[config.mk]
export PLATFORM = sky130hd
export DESIGN_NAME = uart_tx_fifo
export DESIGN_NICKNAME = d
export VERILOG_FILES = /design/src/rtl/uart_pkg.sv /design/src/rtl/uart_fifo_mem.sv /design/src/rtl/uart_tx_fifo.sv
export SDC_FILE = /design/constraint.sdc
export NUM_CORES = 1
export LEC_CHECK = 0
export ABC_AREA = 1
export CORE_ASPECT_RATIO = 0.8
export CORE_MARGIN = 1
export CORE_UTILIZATION = 50
export DETAILED_ROUTE_END_ITERATION = 7
export GPL_TIMING_DRIVEN = 0
export PLACE_DENSITY = 0.68
export SYNTH_ARGS = -nofsm -noshare
export SYNTH_HDL_FRONTEND = slang
export SYNTH_SLANG_ARGS = --single-unit
[constraint.sdc]
create_clock -name clk -period 3.4 [get_ports clk]
set_input_delay 0.85 -clock clk [delete_from_list [all_inputs] [get_ports clk]]
set_output_delay 0.85 -clock clk [all_outputs]
set_load 0.01 [all_outputs]
[src/rtl/uart_pkg.sv]
// Shared UART definitions: port decode constant, transmit FSM encoding and
// default buffer depth used by the transmit and receive byte buffers.
package uart_pkg;

  localparam logic [15:0] UART_DATA_PORT = 16'h0000;
  localparam int          UART_TX_DEPTH  = 16;

  typedef enum logic [1:0] {
    IDLE      = 2'd0,
    LOAD      = 2'd1,
    WAIT_BUSY = 2'd2,
    WAIT_RDY  = 2'd3
  } tx_state_t;

endpackage

[src/rtl/uart_fifo_mem.sv]
// Generic DEPTH x 8 byte FIFO with registered count/full/empty and
// read-before-write behaviour when a push lands on the slot being popped.
module uart_fifo_mem
  import uart_pkg::*;
#(
  parameter int DEPTH = UART_TX_DEPTH,
  parameter int AW    = $clog2(DEPTH)
) (
  input  logic          clk,
  input  logic          reset,
  input  logic          push,
  input  logic          pop,
  input  logic [7:0]    din,
  output logic [7:0]    dout,
  output logic          drop,
  output logic [AW:0]   count,
  output logic          full,
  output logic          empty
);

  localparam logic [AW:0] FULL_CNT = (AW + 1)'(DEPTH);

  logic [7:0]    mem [DEPTH];
  logic [AW-1:0] wptr;
  logic [AW-1:0] rptr;
  logic [AW:0]   count_nxt;
  logic          pop_ok;
  logic          accept;

  // A push into a full buffer is still accepted when a pop frees a slot
  // on the same edge; the pop sees the old contents of that slot.
  assign pop_ok = pop & ~empty;
  assign accept = push & (~full | pop_ok);
  assign drop   = push & full & ~pop_ok;
  assign dout   = mem[rptr];

  always_comb begin
    count_nxt = count;
    unique case ({accept, pop_ok})
      2'b10:   count_nxt = count + (AW + 1)'(1);
      2'b01:   count_nxt = count - (AW + 1)'(1);
      default: count_nxt = count;
    endcase
  end

  always_ff @(posedge clk) begin
    if (reset) begin
      wptr  <= '0;
      rptr  <= '0;
      count <= '0;
      full  <= 1'b0;
      empty <= 1'b1;
    end else begin
      if (accept) wptr <= wptr + AW'(1);
      if (pop_ok) rptr <= rptr + AW'(1);
      count <= count_nxt;
      full  <= (count_nxt == FULL_CNT);
      empty <= (count_nxt == '0);
    end
  end

  // Storage carries no reset; occupancy alone says which entries are valid.
  always_ff @(posedge clk) begin
    if (accept) mem[wptr] <= din;
  end

endmodule

[src/rtl/uart_tx_fifo.sv]
// Transmit byte buffer: queues processor writes and hands them one at a time
// to the UART transmit engine over its load/txrdy handshake.
module uart_tx_fifo
  import uart_pkg::*;
#(
  parameter int DEPTH = UART_TX_DEPTH,
  parameter int AW    = $clog2(DEPTH)
) (
  input  logic          clk,
  input  logic          reset,
  input  logic          wr,
  input  logic [7:0]    din,
  input  logic          txrdy,
  input  logic          clr_ovr,
  output logic          load,
  output logic [7:0]    tx_data,
  output logic          full,
  output logic          empty,
  output logic [AW:0]   count,
  output logic          ovr
);

  tx_state_t  state;
  tx_state_t  state_nxt;
  logic       pop;
  logic       drop;
  logic [7:0] head;

  uart_fifo_mem #(
    .DEPTH (DEPTH),
    .AW    (AW)
  ) u_mem (
    .clk   (clk),
    .reset (reset),
    .push  (wr),
    .pop   (pop),
    .din   (din),
    .dout  (head),
    .drop  (drop),
    .count (count),
    .full  (full),
    .empty (empty)
  );

  assign pop = (state == IDLE) & ~empty & txrdy;

  // After a load, wait for the engine to go busy and then idle again so a
  // slow txrdy drop can never cause the same byte to be loaded twice.
  always_comb begin
    state_nxt = state;
    unique case (state)
      IDLE:      if (pop)    state_nxt = LOAD;
      LOAD:                  state_nxt = WAIT_BUSY;
      WAIT_BUSY: if (!txrdy) state_nxt = WAIT_RDY;
      WAIT_RDY:  if (txrdy)  state_nxt = IDLE;
      default:               state_nxt = IDLE;
    endcase
  end

  always_ff @(posedge clk) begin
    if (reset) begin
      state   <= IDLE;
      load    <= 1'b0;
      tx_data <= 8'h00;
      ovr     <= 1'b0;
    end else begin
      state <= state_nxt;
      load  <= pop;
      if (pop) tx_data <= head;
      if (drop)         ovr <= 1'b1;
      else if (clr_ovr) ovr <= 1'b0;
    end
  end

endmodule

==> impl_results.md, run 1 <==
* Worst-Margin Slew at 0.830 ns
* Crit Path Max Fanout at 11
* Worst R2R Path Depth at 19
* HP Class: flip-flop to flip-flop
* Total global routing track utilization at 0.250
* Pre-Repair DR Iteration Count at 5
* Post-DP HPWL at 10400 um
* Async S/R FF share, synth at 0
* Mapped Cells at 579
* Total gr overflow at 0
* Hold_sp: ovr
* Fmax at 336 MHz
* Routability Congestion at 0.841
* Status: complete, no violations
* Count leader, synth: edfxtp_1
* Routed WL at 15900 um
* Final setup viols at 0
* Vias after detailed routing at 4495
* Endpoints failing hold at 0
* Unrepaired setup endpoints after global routing: false
* Clock root buffer: clkbuf_16
* Startpoint types: primary input
* Pwr Density at 709 mW/mm^2
* Vias in the first global route at 4176
* Worst EP required at 3.77 ns
* Std-Cell Rows at 36
* Post-CTS Setup Bufs at 0
* Syn_nets at 605
* Minimum clock period at 2.98 ns
* Worst path slowest cell: clkdlybuf4s50_1
* Top-area cell type share of the netlist area at 0.588
* Maxcap violations at 0
* Die Footprint at 0.0135 sq mm
* TritonCTS clock tree: yes
* Synth Register Bits at 155
* Die Y-Extent at 104 um
* WP buf/inv at 6
* Yosys top cell by area: edfxtp_1
* Detail Route Antenna Nets at 0
* Hold Crit Depth at 2
* Synth-to-layout area growth at 18.0%
* # diodes at 0
* Start point of the critical path: txrdy
* Ranking of synthesized cells by area: edfxtp_1 59%, dfxtp_1 8.3%, nor2_1 6.3%
* First-pass GRT wire length at 23800 um
* I/O Pins at 30
* Final Max Slew Viols at 0
* Initial antenna violation count at 0
* Post-synth EDFFs at 128
* CTS Sinks at 155
* Worst slew margin at 0.444
* Sequential cell area at 0.00438 sq mm
* CP max stage delay at 0.54 ns
* NumNets Final at 652
* Worst r2r src: state[0]
* Die W at 130 um
* Number of port buffers at 28
* WP data arrival at 3.34 ns
* Largest delay share family, worst path: buffers and inverters
* Reg2reg setup slack at 0.71 ns
* Setup_tns at 0 ns
* TritonCTS buffer count at 17
* DRC errors left at 0
* Utilization after layout at 0.619
* Largest net degree at the start of global routing at 17
* H-Tree Depth at 4
* Worst Setup End Kind: flip-flop
* Seq/Total Area, Yosys at 0.670
* Worst clock skew at 0.00998 ns
* Cell Chain, Critical Path: clkdlybuf4s50_1, nand3_4, inv_1, buf_2, ha_1, nand2_1, inv_1, nor2_1, ha_1, inv_1, nand2_1, inv_1, nand2_1, nand3_1, nand2_1, nor2_1, nand3_1, o21bai_1
* Clk slew on worst S/H paths at 0.06 ns
* Hold Buf Count CTS at 0
* Synth warn at 0
* Fill cell count at 983
* Max IR drop VDD at 0.397 mV
* Most instantiated cells after synthesis: 128 x edfxtp_1, 110 x nor2_1, 58 x o21ai_0
* Tcrit/Tclk final at 0.876
* Clock Latency Late Sink at 0.43 ns
* Mapped cell area at 0.00654 sq mm
* Initial DRC Count at 519
* Syn avg cell area at 11.3 sq um
* Layout cells sized above 1 at 0.0970
* Leak Pwr at 0.00281 uW
* WS Path Type: primary input to flip-flop
* Vias/cell at 5.55
* Starting Density at 0.524
* Hold endpoint: ovr
* Multi-input gate area at 0.00176 sq mm
* Routed len/inst at 19.6 um
* Post_cts resized at 0
* Top_reg_cell synth: edfxtp_1
* Clk buf depth at 2
* Unique masters post-synth at 33
* Core Footprint at 0.0125 sq mm
* Worst R2R End: u_mem.empty
worst max-delay path by stage:
stage	endpoint	slack [ns]	depth (start not counted)
2_1_floorplan	u_mem.empty	0.97	13
3_3_place_gp	u_mem.empty	0.05	18
3_5_place_dp	u_mem.empty	0.02	18
4_1_cts	u_mem.empty	0.45	18
5_1_grt	u_mem.empty	0.17	18
6_report	u_mem.empty	0.42	18
sequential cells by signal (all words and copies together), names as in the netlist:
signal	count
load	1
ovr	1
state	2
tx_data	8
u_mem.count	5
u_mem.empty	1
u_mem.full	1
u_mem.mem	128
u_mem.rptr	4
u_mem.wptr	4
routing by layer:
metal	vias to the layer above	share of wire	global-route usage
met1	2154	0.44	0.351
met2	191	0.46	0.375
met3	31	0.078	0.0648
li1	2119	-	-
met4	0	0.022	0.0847
met5	-	0	0
layout make-up:
type,count,area share
well taps,171,0.0277
flip-flops and latches,155,0.568
inverters,47,0.0232
plain buffers,30,0.0280
clock buffers,21,0.0609
multi-input cells,347,0.228
clock inverters,11,0.0277
repair buffers,28,0.0363
where the power goes:
group | total, uW | internal (uW) | switching [uW]
clock network | 2180 | 1430 | 752
logic | 1090 | 416 | 673
registers | 2200 | 2150 | 54.9
worst min-delay path: cells and delay by family (launching register included):
| family | cells | cell delay [ns] |
|---|---|---|
| flops | 1 | 0.31 |
| simple gates | 1 | 0.06 |
| compound gates | 1 | 0.05 |
stage by stage:
stage / power (uW) / hold WS, ns / setup slack [ns] / cell area [sq um] / std cells
after floorplan: 2930 / 0.487 / 0.971 / 6540 / 579
after global placement: 3270 / 0.455 / 0.0544 / 7030 / 778
after detailed placement: 3310 / 0.461 / 0.0170 / 7030 / 778
after CTS: 5480 / 0.467 / 0.446 / 7720 / 810
after global routing: 5690 / 0.490 / 0.170 / 7720 / 810
final: 5470 / 0.465 / 0.421 / 7720 / 810
kinds of logic after synthesis:
| kind of cell | after synthesis | synth area share |
|---|---|---|
| AND/OR/NAND/NOR | 200 | 0.126 |
| flip-flops | 155 | 0.670 |
| AO/OA/AOI/OAI | 130 | 0.113 |
| buffers and inverters | 77 | 0.0605 |
| adder cells (fa/ha/maj) | 13 | 0.0249 |
| XOR/XNOR | 2 | 0.00268 |
| multiplexers | 2 | 0.00306 |
cells in the final DEF (no fill, tap or decap), types with 4 or more instances in the layout:
cell and count:
nand2_1 50, buf_4 5, bufinv_16 6, o21ai_0 58
dfxtp_1 27, buf_2 11, edfxtp_1 128, clkbuf_16 17
inv_1 43, clkdlybuf4s50_1 28, nand3_1 32, o211ai_1 32
o21ai_1 14, buf_6 4, clkbuf_1 6, a21oi_1 23
ha_1 13, nor2_1 110
Power figures use the tool's default switching activity.
==> run 2: changes to the inputs <==
REMOVE_ABC_BUFFERS = 1   (was unset)
==> impl_results.md, run 2 (synthesis results as in run 1) <==
* GRT busiest layer: met2
* Pre-Repair DR Iteration Count at 5 (unchanged)
* Routed len/inst at 17.5 um (-11%)
* Total gr overflow at 0 (unchanged)
* Clk slew on worst S/H paths at 0.06 ns (about the same)
* Largest delay share family, worst path: simple AND/OR/NAND/NOR gates
* Synth-to-layout area growth at 13.9%
* Crit Path Max Fanout at 11 (unchanged)
* Clock Latency Late Sink at 0.42 ns (about the same)
* Commonest non-fill, non-tap cell in the layout: edfxtp_1
* Final setup viols at 0 (unchanged)
* HP Class: flip-flop to flip-flop
* Core Footprint at 0.0125 sq mm (unchanged)
* NumNets Final at 625 (-4.1%)
* Worst EP required at 3.76 ns (about the same)
* Max IR drop VDD at 0.419 mV (+5.5%)
* Post-DP HPWL at 8140 um (-22%)
* Startpoint types: primary input
* Std-Cell Rows at 36 (unchanged)
* Worst clock skew at 0.00756 ns (-0.00242 ns)
* Leak Pwr at 0.00264 uW (-6.0%)
* TritonCTS clock tree: yes
* Routability Congestion at 0.800 (-4.9%)
* Largest net degree at the start of global routing at 54 (+37)
* WP data arrival at 3.39 ns (+0.05 ns)
* Largest register FFs at 128 (unchanged)
* Die Y-Extent at 104 um (unchanged)
* TritonCTS buffer count at 17 (unchanged)
* Worst path slowest cell: clkdlybuf4s50_1
* Pwr Density at 671 mW/mm^2 (-5.4%)
* Worst-Margin Slew at 0.947 ns (+0.117 ns)
* First-pass GRT wire length at 21000 um (-12%)
* Biggest regs: u_mem.mem (128), tx_data (8), u_mem.count (5)
* Endpoints failing hold at 0 (unchanged)
* Initial antenna violation count at 0 (unchanged)
* Layout cells sized above 1 at 0.0654 (-0.0317)
* Met2 GRT Util at 0.322 (-0.0527)
* Final Max Slew Viols at 0 (unchanged)
* Worst Setup End Kind: flip-flop
* CP most frequent cell: nand2_1
* Die W at 130 um (unchanged)
* Number of port buffers at 29 (+3.6%)
* Maxcap violations at 0 (unchanged)
* WP buf/inv at 4 (-2)
* Starting Density at 0.524 (unchanged)
* Post-CTS Setup Bufs at 0 (unchanged)
* Cell Chain, Critical Path: clkdlybuf4s50_1, nand3_4, clkinvlp_4, ha_1, nand2_1, inv_1, nor2_1, ha_1, inv_1, nand2_1, nand2_1, nand3_1, nand2_1, nor2_1, nand3_1, o21bai_1
* Hold Buf Count CTS at 0 (unchanged)
* Hold_ws at 0.469 ns (+0.00352 ns)
* Fill cell count at 1011 (+2.8%)
* Sequential cell area at 0.00439 sq mm (about the same)
* Final WS setup at 0.365 ns (-0.0562 ns)
* Clk buf depth at 2 (unchanged)
* Minimum clock period at 3.04 ns (+0.0562 ns)
* Vias/cell at 5.50 (-0.95%)
* Total global routing track utilization at 0.215 (-0.0353)
* Status: complete, no violations
* Register with the most flip-flops: u_mem.mem
* Pre-CTS setup slack at -0.349 ns (-0.366 ns)
* Fmax at 329 MHz (-1.9%)
* CP max stage delay at 0.49 ns (-0.05 ns)
* DRC errors left at 0 (unchanged)
* WS Path Type: primary input to flip-flop
* Multi-input gate area at 0.00176 sq mm (unchanged)
* Most frequent cells in the layout: 128 x edfxtp_1, 110 x nor2_1, 58 x o21ai_0
* Unrepaired setup endpoints after global routing: false
* Initial DRC Count at 429 (-17%)
* Vias after detailed routing at 4304 (-4.2%)
* GR Layer Usage met1 at 0.292 (-0.0590)
* H-Tree Depth at 4 (unchanged)
* Routed WL at 13700 um (-14%)
* Detail Route Antenna Nets at 0 (unchanged)
* Tcrit/Tclk final at 0.893 (+0.0165)
* I/O Pins at 30 (unchanged)
* Die Footprint at 0.0135 sq mm (unchanged)
* Worst slew margin at 0.368 (-0.0761)
* Vias in the first global route at 4050 (-3.0%)
* Routing usage on met3 at 0.0597 (-0.00514)
* # diodes at 0 (unchanged)
* Clock root buffer: clkbuf_16
* CTS Sinks at 155 (unchanged)
## run 2: layout make-up
cell class	count	share of cell area
inverters	47	0.0245
multi-input cells	347	0.236
flip-flops and latches	155	0.589
repair buffers	30	0.0416
clock buffers	23	0.0687
clock inverters	9	0.0107
well taps	171	0.0287
repair inverters	1	0.000672
## run 2: per-stage QoR
stage / power, uW / utilization / cells / cell area [sq um] / TNS (ns)
2_1_floorplan: 2830 / - / 549 / 6320 / 0
3_3_place_gp: 3120 / 0.547 / 749 / 6830 / -4.17
3_5_place_dp: 3160 / 0.549 / 750 / 6850 / -1.08
4_1_cts: 5000 / 0.596 / 782 / 7440 / 0
5_1_grt: 5220 / 0.597 / 783 / 7450 / 0
6_report: 5000 / 0.597 / 783 / 7450 / 0
## run 2: timing repair
item	CTS	global route
setup endpoints to repair	0	3
gates resized for setup	0	1
endpoints found under the hold margin	0	0
## run 2: report_power, final
group	switching, uW	total (uW)	internal (uW)
sequential	128	2270	2150
combinational	522	864	342
clock	723	1860	1140
total	1370	5000	3630
## run 2: worst min-delay path: cells and delay by family (launching register included)
| kind | cells | cell delay, ns |
|---|---|---|
| simple gates | 1 | 0.06 |
| compound gates | 1 | 0.05 |
| flops | 1 | 0.31 |
## run 2: layer usage
layer	wire, um	share of wire	vias to the layer above
met5	0	0	-
met4	266	0.019	0
met1	6100	0.45	2056
met2	6360	0.47	149
li1	-	-	2075
met3	943	0.069	24
## run 2: worst paths after layout
kind / from / to / slack, ns / cells after the start
hold reg to reg: ovr / ovr / 0.47 / 2
setup reg to reg: state[0] / u_mem.empty / 0.64 / 17
hold / removal: ovr / ovr / 0.47 / 2
setup / recovery: txrdy / u_mem.empty / 0.36 / 16
==> run 3: changes to the inputs <==
CORE_UTILIZATION = 45   (was 50)
CTS_CLUSTER_SIZE = 30   (was unset)
PLACE_DENSITY = unset   (was 0.68)
SYNTH_HIERARCHICAL = 1   (was unset)
==> impl_results.md, run 3 <==
* Unique masters post-synth at 29 (-12%)
* Async S/R FF share, synth at 0 (unchanged)
* Fmax at 348 MHz (+5.5%)
* WS Path Type: flip-flop to flip-flop
* Mapped Cells at 554 (-4.3%)
* NumNets Final at 606 (-3.0%)
* Synth warn at 6 (+6)
* First-pass GRT wire length at 21600 um (+2.8%)
* Total gr overflow at 0 (unchanged)
* Die Footprint at 0.0152 sq mm (+13%)
* Total power at 4490 uW (-10%)
* Initial antenna violation count at 0 (unchanged)
* Startpoint types: flip-flop
* Number of port buffers at 29 (unchanged)
* Most instantiated cells after synthesis: 128 x edfxtp_1, 67 x inv_1, 49 x nor2_1
* Cell Chain, Critical Path: inv_1, ha_1, nand2_2, nor2_8, nand2_2, a21oi_4, inv_1, ha_2, nand2_1, inv_1, nor2_1, ha_1, inv_1, nand2_1, nand2_1, nand3_1, nand2_1, nor2_1, nand3_1, o21bai_1
* Synth Area in Simple Gates at 0.0801 (-0.0456)
* # diodes at 0 (unchanged)
* Final setup viols at 0 (unchanged)
* Mapped cell area at 0.00664 sq mm (+1.5%)
* Vias after detailed routing at 4153 (-3.5%)
* Commonest non-fill, non-tap cell in the layout: edfxtp_1
* Post-synth EDFFs at 128 (unchanged)
* Largest net degree at the start of global routing at 73 (+35%)
* Synth Register Bits at 159 (+2.6%)
* Clock network power share at 0.370 (-0.002)
* Pre-CTS setup slack at -0.551 ns (-0.202 ns)
* Switching part of the total at 0.246 (-0.0289)
* Clock root buffer: clkbuf_16
* Endpoints failing hold at 0 (unchanged)
* Internal at 3390 uW (-6.5%)
* XOR/XNOR Fraction of Synth Area at 0.00132 (-0.00136)
* Tcrit/Tclk final at 0.846 (-0.0468)
* Starting Density at 0.463 (-0.0614)
* Synth-to-layout area growth at 14.1%
* Clk slew on worst S/H paths at 0.06 ns (about the same)
* Largest register FFs at 128 (unchanged)
* Yosys top cell by area: edfxtp_1
* Count leader, synth: edfxtp_1
* Compound-Gate Fraction of Synth Area at 0.116 (+0.00303)
* Logic pwr share at 0.129 (-0.044)
* Worst EP required at 3.74 ns (-0.02 ns)
* Status: complete, no violations
* Final WS setup at 0.524 ns (+0.159 ns)
* TritonCTS buffer count at 17 (unchanged)
* Final Max Slew Viols at 0 (unchanged)
* Core Footprint at 0.0143 sq mm (+15%)
* Sw power at 1100 uW (-20%)
* Worst-Margin Slew at 1.20 ns (+0.253 ns)
* Pwr Density at 593 mW/mm^2 (-12%)
* Clk buf depth at 2 (unchanged)
* Layout cells sized above 1 at 0.0607 (-0.00465)
* Routed len/inst at 17.6 um (+1.0%)
* Top_reg_cell synth: edfxtp_1
* I/O Pins at 30 (unchanged)
* Total global routing track utilization at 0.195 (-0.0190)
* Clock Latency Late Sink at 0.42 ns (about the same)
* Syn avg cell area at 12.0 sq um (+6.1%)
* Worst path slowest cell: dfxtp_1
* Leak Pwr at 0.00267 uW (+1.2%)
* Most frequent cells in the layout: 128 x edfxtp_1, 67 x inv_1, 49 x nor2_1
* Worst clock skew at 0.00764 ns (+0.0000832 ns)
* WP buf/inv at 4 (unchanged)
* Register with the most flip-flops: u_mem/mem
* Seq/Total Area, Yosys at 0.672 (+0.00208)
* Largest delay share family, worst path: simple AND/OR/NAND/NOR gates
* Pre-Repair DR Iteration Count at 4 (-1)
* Unrepaired setup endpoints after global routing: false
* Ranking of synthesized cells by area: edfxtp_1 58%, dfxtp_1 9.3%, mux2i_1 4.8%
* Vias/cell at 5.34 (-2.8%)
* Sequential share of power at 0.501 (+0.046)
* Minimum clock period at 2.88 ns (-0.159 ns)
* Max IR drop VDD at 0.355 mV (-15%)
* Top-area cell type share of the netlist area at 0.579 (-0.00875)
* DRC errors left at 0 (unchanged)
* Routability Congestion at 0.807 (+0.89%)
* CP max stage delay at 0.31 ns (-0.18 ns)
* Detail Route Antenna Nets at 0 (unchanged)
* Vias in the first global route at 3998 (-1.3%)
* Die Y-Extent at 111 um (+6.1%)
* Mux cell area share after synthesis at 0.0482 (+0.0452)
* Die W at 138 um (+6.1%)
* H-Tree Depth at 4 (unchanged)
* CTS Sinks at 159 (+2.6%)
* Worst Setup End Kind: flip-flop
* Biggest regs: u_mem/mem (128), tx_data (8), u_mem/count (5)
* Maxcap violations at 0 (unchanged)
* Crit Path Max Fanout at 10 (-1)
* Worst slew margin at 0.199 (-0.170)
* Post-DP HPWL at 8740 um (+7.5%)
* TritonCTS clock tree: yes
* Adder-cell area share of the yosys netlist at 0.0207 (-0.00414)
* Largest family of logic cells by synthesized area: compound AO/OA/AOI/OAI gates
* WP data arrival at 3.22 ns (-0.17 ns)
* Std-Cell Rows at 39 (+8.3%)
* HP Class: flip-flop to flip-flop
* Initial DRC Count at 262 (-39%)
* Routed WL at 13700 um (+0.23%)
-- run 3: power by group through the flow --
stage | logic [uW] | clock network (uW) | registers (uW)
after floorplan | 337 | 0 | 2310
after global placement | 538 | 0 | 2320
after detailed placement | 580 | 0 | 2290
after CTS | 585 | 1700 | 2250
after global routing | 654 | 1790 | 2260
final | 582 | 1660 | 2250
-- run 3: cell type report --
type / count / area, sq um
multi-input combinational: 305 / 1780
clock inverter: 11 / 76.3
clock buffer: 19 / 433
inverter: 68 / 258
tap: 184 / 230
fill: 1237 / 6770
sequential: 159 / 4470
timing repair buffer: 31 / 328
-- run 3: final timing paths --
| path | depth (start not counted) | slack, ns | endpoint | from |
|---|---|---|---|---|
| worst max register to register | 20 | 0.52 | u_mem/empty | state[0] |
| worst min register to register | 1 | 0.45 | u_mem/rptr[3] | u_mem/rptr[3] |
| worst max-delay path | 20 | 0.52 | u_mem/empty | state[0] |
| worst min-delay path | 1 | 0.45 | u_mem/rptr[3] | u_mem/rptr[3] |
-- run 3: routing by layer --
layer,GRT usage,wire length [um],vias to the layer above,share of wire
met5,0,0,-,0
met4,0.0601,142,0,0.010
met3,0.0468,511,14,0.037
met2,0.295,6450,83,0.47
met1,0.279,6590,2034,0.48
li1,-,-,2022,-
-- run 3: cells by family after synthesis --
logic type / count (synthesis)
XOR/XNOR: 1
AO/OA/AOI/OAI: 135
adder cells (fa/ha/maj): 11
multiplexers: 32
AND/OR/NAND/NOR: 126
flip-flops: 159
buffers and inverters: 90
-- run 3: repair_timing --
item	in CTS	in global routing
pin swaps	1	0
setup buffers	1	0
hold buffers	0	0
cloned	0	0
gates resized for setup	1	4
setup endpoints to repair	3	3
-- run 3: worst register-to-register path: stages, from the launching register on --
cell	delay [ns]
dfxtp_1	0.31
inv_1	0.10
ha_1	0.23
nand2_2	0.10
nor2_8	0.17
nand2_2	0.12
a21oi_4	0.19
inv_1	0.12
ha_2	0.23
nand2_1	0.08
inv_1	0.05
nor2_1	0.14
ha_1	0.17
inv_1	0.04
nand2_1	0.12
nand2_1	0.08
nand3_1	0.10
nand2_1	0.06
nor2_1	0.09
nand3_1	0.12
o21bai_1	0.19
-- run 3: metrics by stage --
stage / util / area (sq um) / hold WS, ns / instances / TNS, ns
2_1_floorplan: - / 6490 / 0.412 / 532 / 0
3_3_place_gp: 0.489 / 7010 / 0.429 / 745 / -17.61
3_5_place_dp: 0.491 / 7040 / 0.442 / 746 / -14.52
4_1_cts: 0.527 / 7570 / 0.450 / 777 / 0
5_1_grt: 0.528 / 7570 / 0.478 / 777 / 0
6_report: 0.528 / 7570 / 0.448 / 777 / 0
